**src/rtl/measure_xgmii.sv**
```systemverilog
// measure_xgmii: 10G XGMII traffic generator and receive-rate meter.
//
// The generator on xgmii_0_tx emits back-to-back broadcast UDP frames (or ARP
// requests) separated by a programmable inter-frame gap. Each frame carries a
// 32-bit sequence number and a valid IEEE 802.3 FCS. The meter on xgmii_1_rx
// counts frames and bytes per measurement window of CLK_PER_SEC cycles.
//
// Ports:
//   sys_clk, sys_rst            clock, async active-high reset
//   xgmii_0_txd/txc             generator output (64-bit data, 8 control bits)
//   xgmii_0_rxd/rxc             unused input
//   xgmii_1_txd/txc             constant idle output
//   xgmii_1_rxd/rxc             measured input
//   tx0_enable                  generator run
//   tx0_ipv6                    reserved, ignored
//   tx0_fullroute               sweep destination IP with the sequence number
//   tx0_req_arp                 send ARP requests instead of UDP frames
//   tx0_frame_len               frame bytes, destination MAC through FCS
//   tx0_inter_frame_gap         gap bytes between frames
//   tx0_ipv4_srcip/gwip/dstip   IPv4 addresses
//   tx0_src_mac                 source MAC
//   tx0_ipv6_srcip/dstip        reserved, ignored
//   tx0_pps                     frames received in the last window
//   tx0_throughput              bytes received in the last window
//   tx0_ipv4_ip                 destination IP of the last started UDP frame
module measure_xgmii #(
  parameter int CLK_PER_SEC = 156250000,
  parameter int FRAME_MAX   = 1518
) (
  input  logic         sys_clk,
  input  logic         sys_rst,
  output logic [63:0]  xgmii_0_txd,
  output logic [7:0]   xgmii_0_txc,
  input  logic [63:0]  xgmii_0_rxd,
  input  logic [7:0]   xgmii_0_rxc,
  output logic [63:0]  xgmii_1_txd,
  output logic [7:0]   xgmii_1_txc,
  input  logic [63:0]  xgmii_1_rxd,
  input  logic [7:0]   xgmii_1_rxc,
  input  logic         tx0_enable,
  input  logic         tx0_ipv6,
  input  logic         tx0_fullroute,
  input  logic         tx0_req_arp,
  input  logic [15:0]  tx0_frame_len,
  input  logic [31:0]  tx0_inter_frame_gap,
  input  logic [31:0]  tx0_ipv4_srcip,
  input  logic [31:0]  tx0_ipv4_gwip,
  input  logic [31:0]  tx0_ipv4_dstip,
  input  logic [47:0]  tx0_src_mac,
  input  logic [127:0] tx0_ipv6_srcip,
  input  logic [127:0] tx0_ipv6_dstip,
  output logic [31:0]  tx0_pps,
  output logic [31:0]  tx0_throughput,
  output logic [31:0]  tx0_ipv4_ip
);

  localparam logic [63:0] IDLE_D  = 64'h0707070707070707;
  localparam logic [7:0]  IDLE_C  = 8'hFF;
  localparam logic [63:0] START_D = 64'hD5555555555555FB;
  localparam logic [7:0]  START_C = 8'h01;
  localparam logic [15:0] LEN_MAX = 16'(FRAME_MAX);
  localparam logic [31:0] WIN_LAST = 32'(CLK_PER_SEC - 1);

  typedef enum logic [1:0] {ST_IDLE, ST_START, ST_DATA, ST_IFG} state_t;

  // Reflected CRC-32 (poly 0xEDB88320) over the lanes selected by mask, lane 0 first.
  function automatic logic [31:0] crc32_lanes(input logic [31:0] crc_in,
                                              input logic [63:0] data,
                                              input logic [7:0]  mask);
    logic [31:0] c;
    c = crc_in;
    for (int j = 0; j < 8; j++) begin
      if (mask[j]) begin
        for (int b = 0; b < 8; b++) begin
          if (c[0] ^ data[8*j+b]) c = (c >> 1) ^ 32'hEDB88320;
          else                    c = c >> 1;
        end
      end
    end
    return c;
  endfunction

  // Ones'-complement IPv4 header checksum; the constant words are 0x4500
  // (version/IHL/TOS) and 0x4011 (TTL 64, protocol UDP), flags/frag are 0.
  function automatic logic [15:0] ip_csum(input logic [15:0] tot_len,
                                          input logic [15:0] id,
                                          input logic [31:0] src,
                                          input logic [31:0] dst);
    logic [19:0] s;
    s = 20'h04500 + {4'h0, tot_len} + {4'h0, id} + 20'h04011
      + {4'h0, src[31:16]} + {4'h0, src[15:0]}
      + {4'h0, dst[31:16]} + {4'h0, dst[15:0]};
    s = {4'h0, s[15:0]} + {16'h0, s[19:16]};
    s = {4'h0, s[15:0]} + {16'h0, s[19:16]};
    return ~s[15:0];
  endfunction

  state_t       state_r, state_s;
  logic [15:0]  w_r;
  logic [29:0]  ifg_cnt_r, ifg_words_r;
  logic [15:0]  len_r;
  logic [383:0] hdr_r;
  logic [31:0]  crc_r, seq_r, ip_r;
  logic [63:0]  txd_r;
  logic [7:0]   txc_r;

  logic [15:0]  len_sel_s, tot_len_s, udp_len_s, csum_s;
  logic [31:0]  dstip_s, ifg_eff_s, fcs_s, crc_next_s;
  logic [32:0]  ifg_sum_s;
  logic [383:0] hdr_s;
  logic [19:0]  len20_s, data_end_s;
  logic [63:0]  lane_data_s, word_d_s;
  logic [7:0]   data_mask_s, word_c_s;

  // Ignored inputs are gathered here so they are visibly intentional.
  logic unused_s;
  assign unused_s = ^{xgmii_0_rxd, xgmii_0_rxc, tx0_ipv6, tx0_ipv6_srcip, tx0_ipv6_dstip};

  // ---------------- frame configuration (used at the start word) ----------
  // Clamp the requested length; ARP requests are always minimum size.
  always_comb begin
    len_sel_s = tx0_frame_len;
    if (tx0_req_arp)                    len_sel_s = 16'd64;
    else if (tx0_frame_len < 16'd64)    len_sel_s = 16'd64;
    else if (tx0_frame_len > LEN_MAX)   len_sel_s = LEN_MAX;
    else                                len_sel_s = tx0_frame_len;
  end

  assign dstip_s   = tx0_fullroute ? (tx0_ipv4_dstip + seq_r) : tx0_ipv4_dstip;
  assign tot_len_s = len_sel_s - 16'd18;
  assign udp_len_s = len_sel_s - 16'd38;
  assign csum_s    = ip_csum(tot_len_s, seq_r[15:0], tx0_ipv4_srcip, dstip_s);
  assign ifg_eff_s = (tx0_inter_frame_gap == 32'h0) ? 32'h1 : tx0_inter_frame_gap;
  assign ifg_sum_s = {1'b0, ifg_eff_s} + 33'd7;

  // First 48 frame bytes, byte 0 in the top bits; everything beyond is zero.
  assign hdr_s = tx0_req_arp ?
    {48'hFFFFFFFFFFFF, tx0_src_mac, 16'h0806, 16'h0001, 16'h0800, 8'h06, 8'h04,
     16'h0001, tx0_src_mac, tx0_ipv4_srcip, 48'h0, tx0_ipv4_gwip, 48'h0} :
    {48'hFFFFFFFFFFFF, tx0_src_mac, 16'h0800, 8'h45, 8'h00, tot_len_s,
     seq_r[15:0], 16'h0000, 8'h40, 8'h11, csum_s, tx0_ipv4_srcip, dstip_s,
     16'd3000, 16'd3000, udp_len_s, 16'h0000, seq_r, 16'h0000};

  // ---------------- generator ----------------
  assign len20_s    = {4'h0, len_r};
  assign data_end_s = len20_s - 20'd4;

  // Header/payload bytes for the current data word and which lanes feed the CRC.
  always_comb begin
    lane_data_s = 64'h0;
    data_mask_s = 8'h00;
    for (int j = 0; j < 8; j++) begin
      logic [19:0] pos;
      pos = {1'b0, w_r, 3'b000} + 20'(j);
      if (state_r == ST_DATA && pos < data_end_s) begin
        data_mask_s[j] = 1'b1;
        if (pos < 20'd48) lane_data_s[8*j +: 8] = 8'(hdr_r >> (9'd376 - {pos[5:0], 3'b000}));
        else              lane_data_s[8*j +: 8] = 8'h00;
      end else begin
        data_mask_s[j] = 1'b0;
      end
    end
  end

  // Once data ends the CRC stops changing, so the FCS is valid in every
  // lane that carries it, including when it straddles two words.
  assign crc_next_s = crc32_lanes(crc_r, lane_data_s, data_mask_s);
  assign fcs_s      = ~crc_next_s;

  // Assemble the XGMII word for the current state; byte position len_r is terminate.
  always_comb begin
    word_d_s = IDLE_D;
    word_c_s = IDLE_C;
    case (state_r)
      ST_START: begin
        word_d_s = START_D;
        word_c_s = START_C;
      end
      ST_DATA: begin
        for (int j = 0; j < 8; j++) begin
          logic [19:0] pos;
          logic [19:0] k;
          pos = {1'b0, w_r, 3'b000} + 20'(j);
          k   = pos - data_end_s;
          if (pos < data_end_s) begin
            word_d_s[8*j +: 8] = lane_data_s[8*j +: 8];
            word_c_s[j]        = 1'b0;
          end else if (pos < len20_s) begin
            word_d_s[8*j +: 8] = 8'(fcs_s >> {k[1:0], 3'b000});
            word_c_s[j]        = 1'b0;
          end else if (pos == len20_s) begin
            word_d_s[8*j +: 8] = 8'hFD;
            word_c_s[j]        = 1'b1;
          end else begin
            word_d_s[8*j +: 8] = 8'h07;
            word_c_s[j]        = 1'b1;
          end
        end
      end
      default: begin
        word_d_s = IDLE_D;
        word_c_s = IDLE_C;
      end
    endcase
  end

  // Next-state logic: the word holding byte position L is the last data word.
  always_comb begin
    state_s = state_r;
    case (state_r)
      ST_IDLE: begin
        if (tx0_enable) state_s = ST_START;
        else            state_s = ST_IDLE;
      end
      ST_START: state_s = ST_DATA;
      ST_DATA: begin
        if (w_r == {3'b000, len_r[15:3]}) state_s = ST_IFG;
        else                              state_s = ST_DATA;
      end
      ST_IFG: begin
        if (ifg_cnt_r == ifg_words_r - 30'd1) state_s = tx0_enable ? ST_START : ST_IDLE;
        else                                  state_s = ST_IFG;
      end
      default: state_s = ST_IDLE;
    endcase
  end

  // State register, word/gap counters and per-frame configuration capture.
  always_ff @(posedge sys_clk or posedge sys_rst) begin
    if (sys_rst) begin
      state_r     <= ST_IDLE;
      w_r         <= 16'h0;
      ifg_cnt_r   <= 30'h0;
      ifg_words_r <= 30'h1;
      len_r       <= 16'd64;
      hdr_r       <= 384'h0;
      crc_r       <= 32'hFFFFFFFF;
      seq_r       <= 32'h0;
      ip_r        <= 32'h0;
    end else begin
      state_r <= state_s;
      case (state_r)
        ST_START: begin
          w_r         <= 16'h0;
          ifg_words_r <= ifg_sum_s[32:3];
          len_r       <= len_sel_s;
          hdr_r       <= hdr_s;
          crc_r       <= 32'hFFFFFFFF;
          seq_r       <= seq_r + 32'h1;
          if (!tx0_req_arp) ip_r <= dstip_s;
        end
        ST_DATA: begin
          w_r       <= w_r + 16'h1;
          crc_r     <= crc_next_s;
          ifg_cnt_r <= 30'h0;
        end
        ST_IFG:  ifg_cnt_r <= ifg_cnt_r + 30'h1;
        default: ifg_cnt_r <= 30'h0;
      endcase
    end
  end

  // Registered TX word; reset forces idle immediately, truncating any frame.
  always_ff @(posedge sys_clk or posedge sys_rst) begin
    if (sys_rst) begin
      txd_r <= IDLE_D;
      txc_r <= IDLE_C;
    end else begin
      txd_r <= word_d_s;
      txc_r <= word_c_s;
    end
  end

  assign xgmii_0_txd = txd_r;
  assign xgmii_0_txc = txc_r;
  assign xgmii_1_txd = IDLE_D;
  assign xgmii_1_txc = IDLE_C;
  assign tx0_ipv4_ip = ip_r;

  // ---------------- receiver / rate meter ----------------
  logic        in_frame_r;
  logic [31:0] acc_r, win_r, frame_cnt_r, byte_cnt_r, pps_r, thr_r;
  logic        rx_start_s, term_hit_s, rx_done_s;
  logic [3:0]  term_lane_s;
  logic [31:0] rx_bytes_s, byte_add_s, frame_add_s;

  assign rx_start_s = xgmii_1_rxc[0] && (xgmii_1_rxd[7:0] == 8'hFB);

  // Locate the lowest lane carrying a terminate control character.
  always_comb begin
    term_hit_s  = 1'b0;
    term_lane_s = 4'h0;
    for (int j = 0; j < 8; j++) begin
      if (!term_hit_s && xgmii_1_rxc[j] && (xgmii_1_rxd[8*j +: 8] == 8'hFD)) begin
        term_hit_s  = 1'b1;
        term_lane_s = 4'(j);
      end else begin
        term_hit_s = term_hit_s;
      end
    end
  end

  assign rx_done_s   = in_frame_r && !rx_start_s && term_hit_s;
  assign rx_bytes_s  = acc_r + {28'h0, term_lane_s};
  assign byte_add_s  = rx_done_s ? rx_bytes_s : 32'h0;
  assign frame_add_s = {31'h0, rx_done_s};

  // Frame tracking: a start word always (re)opens a frame with zero bytes.
  always_ff @(posedge sys_clk or posedge sys_rst) begin
    if (sys_rst) begin
      in_frame_r <= 1'b0;
      acc_r      <= 32'h0;
    end else if (rx_start_s) begin
      in_frame_r <= 1'b1;
      acc_r      <= 32'h0;
    end else if (in_frame_r && term_hit_s) begin
      in_frame_r <= 1'b0;
      acc_r      <= 32'h0;
    end else if (in_frame_r) begin
      acc_r <= acc_r + 32'd8;
    end
  end

  // Window counter and per-window counts; the wrap cycle includes its own frame end.
  always_ff @(posedge sys_clk or posedge sys_rst) begin
    if (sys_rst) begin
      win_r       <= 32'h0;
      frame_cnt_r <= 32'h0;
      byte_cnt_r  <= 32'h0;
      pps_r       <= 32'h0;
      thr_r       <= 32'h0;
    end else if (win_r == WIN_LAST) begin
      win_r       <= 32'h0;
      pps_r       <= frame_cnt_r + frame_add_s;
      thr_r       <= byte_cnt_r + byte_add_s;
      frame_cnt_r <= 32'h0;
      byte_cnt_r  <= 32'h0;
    end else begin
      win_r       <= win_r + 32'h1;
      frame_cnt_r <= frame_cnt_r + frame_add_s;
      byte_cnt_r  <= byte_cnt_r + byte_add_s;
    end
  end

  assign tx0_pps        = pps_r;
  assign tx0_throughput = thr_r;

endmodule

```
**config.mk**
```make
export PLATFORM = sky130hd
export DESIGN_NAME = measure_xgmii
export DESIGN_NICKNAME = d
export VERILOG_FILES = /design/src/rtl/measure_xgmii.sv
export SDC_FILE = /design/constraint.sdc
export NUM_CORES = 2
export LEC_CHECK = 0
export CAP_MARGIN = 20
export CORE_UTILIZATION = 35
export DETAILED_ROUTE_END_ITERATION = 10
export DONT_BUFFER_PORTS = 1
export PLACE_DENSITY_LB_ADDON = 0.05
export SYNTH_ARGS = -nofsm -noshare
export SYNTH_HDL_FRONTEND = slang
export SYNTH_SLANG_ARGS = --single-unit
export TNS_END_PERCENT = 100
```
**constraint.sdc**
```tcl
create_clock -name sys_clk -period 25.7 [get_ports sys_clk]
set_clock_uncertainty 0.15 [all_clocks]
set_input_delay 5.14 -clock sys_clk [delete_from_list [all_inputs] [get_ports sys_clk]]
set_output_delay 5.14 -clock sys_clk [all_outputs]
set_load 0.03 [all_outputs]
```
==> Word-level counts from Yosys, hierarchy flattened <==
Cells that the tools add are included.
{ "totals": {"ff_bits": 792, "out_inout_bits": 240, "elab_cells": 532} }
{ "classes": {"bitwise_logic": 131, "add_sub_neg": 46, "order_cmp": 26, "shift": 16, "n_mux": 231, "n_reduce_logical": 41, "eq_ne": 23} }
{ "ops": {"columns": ["op", "count"], "rows": [
  ["2-to-1 mux 32 bit", 137],
  ["right shift 384 x 9 -> 8 bit", 8],
  ["NOT 13 -> 14 bit", 64],
  ["2-to-1 mux 8 bit", 40],
  ["2-to-1 mux 275 bit", 1],
  ["right shift 32 x 5 -> 8 bit", 8],
  ["equality test 20 x 16 -> 1 bit", 7],
  ["< comparator 20 x 16 -> 1 bit", 7],
  ["< comparator 20 bit", 7],
  ["< comparator 20 x 6 -> 1 bit (second input constant)", 7],
  ["case mux 64 bit (2 select lines)", 1],
  ["adder 19 x 3 -> 20 bit (second input constant)", 4],
  ["equality test 8 bit (second input constant)", 9],
  ["subtractor 9 bit (first input constant)", 8],
  ["adder 32 x 1 -> 32 bit (second input constant)", 2],
  ["adder 32 bit", 2],
  ["case mux 32 bit (2 select lines)", 1],
  ["bitwise XOR 1 bit", 64],
  ["adder 20 x 16 -> 20 bit", 3],
  ["case mux 30 bit (2 select lines)", 1],
  ["2-to-1 mux 16 bit", 3],
  ["adder 19 x 2 -> 20 bit (second input constant)", 2],
  ["2-to-1 mux 1 bit", 37],
  ["adder 32 x 3 -> 33 bit (second input constant)", 1],
  ["44 further kinds", 90]
]} }

==> Longest topological paths before layout <==
{ "depth": {"word_depth": 201, "mapped_depth": 64, "ltp_nobuf": 64} }

==> Least setup slack after synthesis <==
No wires, ideal clock.
{ "synth_timing": {"path_type": "input to register", "from": "input tx0_ipv4_dstip[0]", "to": "register hdr_r[190]", "slack_ns": 9.990, "stages": 63, "arrival_ns": 15.425, "setup_ns": 0.135, "required_ns": 25.415, "n_path_buf": 0, "cell_sequence": "ha_1 fa_1 a21oi_1 nor2_1 nor2_1 o21bai_1 a21oi_1 o21bai_1 a21oi_1 o21bai_1 a21oi_1 o21bai_1 a21oi_1 o21bai_1 a21oi_1 o21bai_1 a21oi_1 o21bai_1 (+27 left out) o21ai_0 nand2b_1 ha_1 a21oi_1 nor2_1 and3_1 nand3_1 nor3_1 nand2_1 nor2_1 ha_1 ha_1 nand2_1 nor4_1 nor2_1 or3_1 nand3_1 o21ai_0"} }
{ "synth_via": {"elab_chain_cells": 8} }
{ "synth_lines": {"columns": ["item", "line_no", "source"], "rows": [
  ["from (decl)", "48", "input logic [31:0] tx0_ipv4_dstip,"],
  ["adder 32 bit", "129", "assign dstip_s = tx0_fullroute ? (tx0_ipv4_dstip + seq_r) : tx0_ipv4_dstip;"],
  ["2-to-1 mux 32 bit", "129", null],
  ["net dstip_s[30]", "108", "logic [31:0] dstip_s, ifg_eff_s, fcs_s, crc_next_s;"],
  ["adder 20 x 16 -> 20 bit (2 in a row)", "92", "+ {4'h0, dst[31:16]} + {4'h0, dst[15:0]};"],
  ["adder 16 x 4 -> 17 bit", "93", "s = {4'h0, s[15:0]} + {16'h0, s[19:16]};"],
  ["adder 16 x 1 -> 16 bit", "94", "s = {4'h0, s[15:0]} + {16'h0, s[19:16]};"],
  ["NOT 16 bit", "95", "return ~s[15:0];"],
  ["2-to-1 mux 275 bit", "137", "assign hdr_s = tx0_req_arp ?"],
  ["to (signal assigned)", "247", "hdr_r <= hdr_s;"],
  ["to (decl)", "102", "logic [383:0] hdr_r;"]
]} }
The timed path passes the listed nets, and every way through them passes these cells.
A chain may end at the register's enable or synchronous reset.

==> Final worst setup path <==
{ "layout_timing": {"from": "register len_r[2]", "to": "register txd_r[53], in the netlist xgmii_0_txd[53]"} }
{ "layout_via": {"elab_chain_cells": 165, "elab_cells_between_ends": 296, "classes_between": "add/sub (1); order compare (9); eq/ne (1); shift (1); mux (148); bitwise (128); reduce/logical (8)"} }
{ "layout_lines": {"columns": ["item", "line_no", "source"], "rows": [
  ["from (decl)", "101", "logic [15:0] len_r;"],
  ["from (signal assigned)", "246", "len_r <= len_sel_s;"],
  ["branches (longest 163 deep; another with < comparator 19 x 20 -> 1 bit)", null, null],
  ["2-to-1 mux 8 bit *", "185", "if (pos < data_end_s) begin"],
  ["case mux 64 bit (2 select lines) *", "174", "case (state_r)"],
  ["net word_d_s[53]", "112", "logic [63:0] lane_data_s, word_d_s;"],
  ["to (signal assigned)", "269", "txd_r <= word_d_s;"],
  ["to (decl)", "104", "logic [63:0] txd_r;"]
]} }
Mark *: on every way through the listed nets, which the timed path passes. The select of a mux whose other input is x is not followed.

==> run_results.csv <==
group,metric,value,unit
run_status,status,"finished, final reports clean",
setup_path,crit_family,"XOR/XNOR gates",
synthesis,synth_enable_flop_cells,0,
clock_network,cts.clk_slew.worst_paths,0.07,ns
detailed_routing,drtIter0Drc,3755,
clock_network,clockRootBuffer,"clkbuf_16",
detailed_routing,drtPass1Iterations,7,
setup_path,crit_arrival,18.13,ns
setup_path,reg2reg_depth,39,
sta,tightest_slew,1.26,ns
detailed_routing,via_per_inst,5.51,
sta,finalCritPeriodShare,69.0,%
setup_path,critPathMaxFanout,11,
floorplan,io_pins,838,
synthesis,yosysWarnings,0,
clock_network,holdBufCountCts,0,
synthesis,synth_xor_area_share,16.2,%
setup_path,cp_data_required_time,26.10,ns
worst_hold_path,min_path_cells,1,
synthesis,yosysSeqAreaShare,32.6,%
synthesis,synth_commonest_cells,"615 x dfrtp_1, 580 x nor2_1, 541 x nand2_1",
synthesis,synth-compound-area-share,16.3,%
place,io_buffers,0,
sta,finalSetupTns,0,ns
sta,setup_viol,0,
synthesis,synth-async-reset-ratio,100,%
worst_hold_path,hold_path.class,"reg -> reg",
global_routing,grt_pass1_wl,301000,microns
floorplan,num_rows,141,
floorplan,initial_core_util,35.4,%
clock_network,cts_num_sinks,681,
sta,timing.hold.ws,0.301,ns
finish,final_area,57600,sq um
synthesis,synthTopCellsByArea,"dfrtp_1 29%, xnor2_1 8.2%, nor2_1 4.1%",
sta,fin_crit,17.73,ns
place,placed_area,54500,sq um
finish,layout.nets,6567,
sta,max_freq,0.0564,GHz
synthesis,synth_area_leader_cell,"dfrtp_1",
synthesis,synth_top_family_by_area,"compound AO/OA/AOI/OAI gates",
floorplan,dieArea,152000,sq um
clock_network,h-tree-depth,3,
worst_hold_path,min_to,"win_r[0]",
clock_network,clk_latency,0.74,ns
synthesis,yosysMostFrequentCell,"dfrtp_1",
setup_path,crit_path_start_kind,"flop",
setup_path,reg2reg_slack,7.97,ns
global_routing,grt_pass1_vias,41700,
detailed_routing,avgRoutedWirePerCell,26.6,microns
floorplan,fp.dieH,389,microns
floorplan,die_x,389,microns
detailed_routing,drt-total-wl,208000,microns
global_routing,grt_max_degree,144,
setup_path,crit_slowest_cell,"xnor2_1",
global_routing,grt.total_usage,27.0,%
setup_path,path_common_cell,"xnor3_1",
setup_path,path_class,"reg -> reg",
setup_path,r2r_start,"len_r[2]",
job,maxCapViolCount,0,
global_routing,antenna_found_initial,29,
finish,syn2layout_area_growth,9.80,%
clock_network,cts_setup_buffers,0,
sta,hold_viol_final,0,
synthesis,ys_seq_elements,681,
clock_network,cts_tree,"done",
synthesis,synth_mux_area_share,7.47,%
finish,utilization,38.8,%
clock_network,cts_resized,0,
sta,rsz0062_at_grt,"false",
synthesis,synth_simple_gate_area_share,16.1,%
finish,drive_gt1_share,9.46,%
sta,maxSlewHeadroom,15.5,%
clock_network,clock_path_buffers,3,
detailed_routing,vias,43200,
setup_path,path_buf_inv,2,
setup_path,reg2reg_to,"xgmii_0_txd[53]",
floorplan,core-area,148000,sq um
worst_hold_path,min_from,"win_r[0]",
synthesis,synth_cell_types,124,
synthesis,syn_area_per_cell,8.97,sq um
setup_path,cp-end-kind,"flop",
synthesis,yosysTopAreaCellShare,29.3,%
clock_network,cts-buffers-inserted,86,
sta,drv_slew,0,
place,dpl.hpwl,162000,microns
synthesis,synth_adder_area_share,6.18,%
place,gp_congestion,0.943,
detailed_routing,drc,0,
global_routing,grt.overflow.total,0,
synthesis,yosys_most_used_dff,"dfrtp_1",
detailed_routing,final_antenna_net_count,0,
synthesis,syn_area,52500,sq um
setup_path,cpPeakStageDelay,0.85,ns
synthesis,syn_inst,5855,
[metal layers]
metal / track usage (%) / wire, microns / share of wire, % / vias to the layer above
met5: 0 / 187 / 0.090 / -
met4: 7.02 / 5740 / 2.8 / 28
met3: 6.90 / 17100 / 8.2 / 252
met2: 41.2 / 90600 / 43 / 1395
met1: 37.9 / 94900 / 46 / 21500
li1: - / - / - / 20100
[through the flow]
stage          cells  setup slack (ns)
3_5_place_dp    7663              7.77
3_3_place_gp    7660              7.61
2_1_floorplan   5931              1.43
6_report        7840              7.97
5_1_grt         7825              7.27
4_1_cts         7824              8.45
[worst max path at each step]
stage | start | to | slack [ns] | depth (start not counted)
finish | len_r[2] | xgmii_0_txd[53] | 7.97 | 39
global route | len_r[2] | xgmii_0_txd[51] | 7.27 | 38
CTS | len_r[2] | xgmii_0_txd[53] | 8.45 | 39
detailed placement | tx0_ipv4_dstip[0] | hdr_r[190] | 7.77 | 61
global placement | tx0_ipv4_dstip[0] | hdr_r[191] | 7.61 | 62
floorplan | sys_rst | acc_r[10] | 1.43 | 1
[registers in the layout, indices dropped and copies added, names as in the netlist]
register / cells
seq_r: 32
frame_cnt_r: 32
crc_r: 32
byte_cnt_r: 32
state_r: 2
in_frame_r: 1
win_r: 32
xgmii_0_txc: 8
xgmii_0_txd: 64
ifg_words_r: 30
hdr_r: 230
ifg_cnt_r: 30
len_r: 15
acc_r: 29
tx0_ipv4_ip: 32
tx0_throughput: 32
tx0_pps: 32
w_r: 16
[cells by family (layout without fill, tap and decap cells)]
family,count (synthesis),after routing
and+or+nand+nor,1796,1796
AOI/OAI and AO/OA,1369,1369
xor gates and xnor gates,821,821
DFF,681,681
buffers and inverters,621,513
muxes,345,345
adders and majority gates,220,220
other,2,93
[layout by cell type, fill, tap and decap left out, types with 92 or more instances in the layout]
cell type    n
dfrtp_1    613
nand2_1    541
a21oi_1    425
inv_1      251
xnor2_1    491
buf_4       92
o21ai_0    416
nand3_1    114
mux2_2      99
mux2i_1    213
ha_1       150
nor2_1     576
xor2_1     228
[final cells by class]
cell class	count	area, sq um
Antenna cell	15	37.5
Clock buffer	117	2440
Clock inverter	44	692
Fill cell	15100	90700
Inverter	256	971
Multi-Input combinational cell	4629	33100
Sequential cell	681	17100
Tap cell	2002	2500
Timing Repair Buffer	96	756
Power is left out: the tool's default activity adds up to more than one toggle a clock period on the data nets, which glitch-free logic cannot reach.
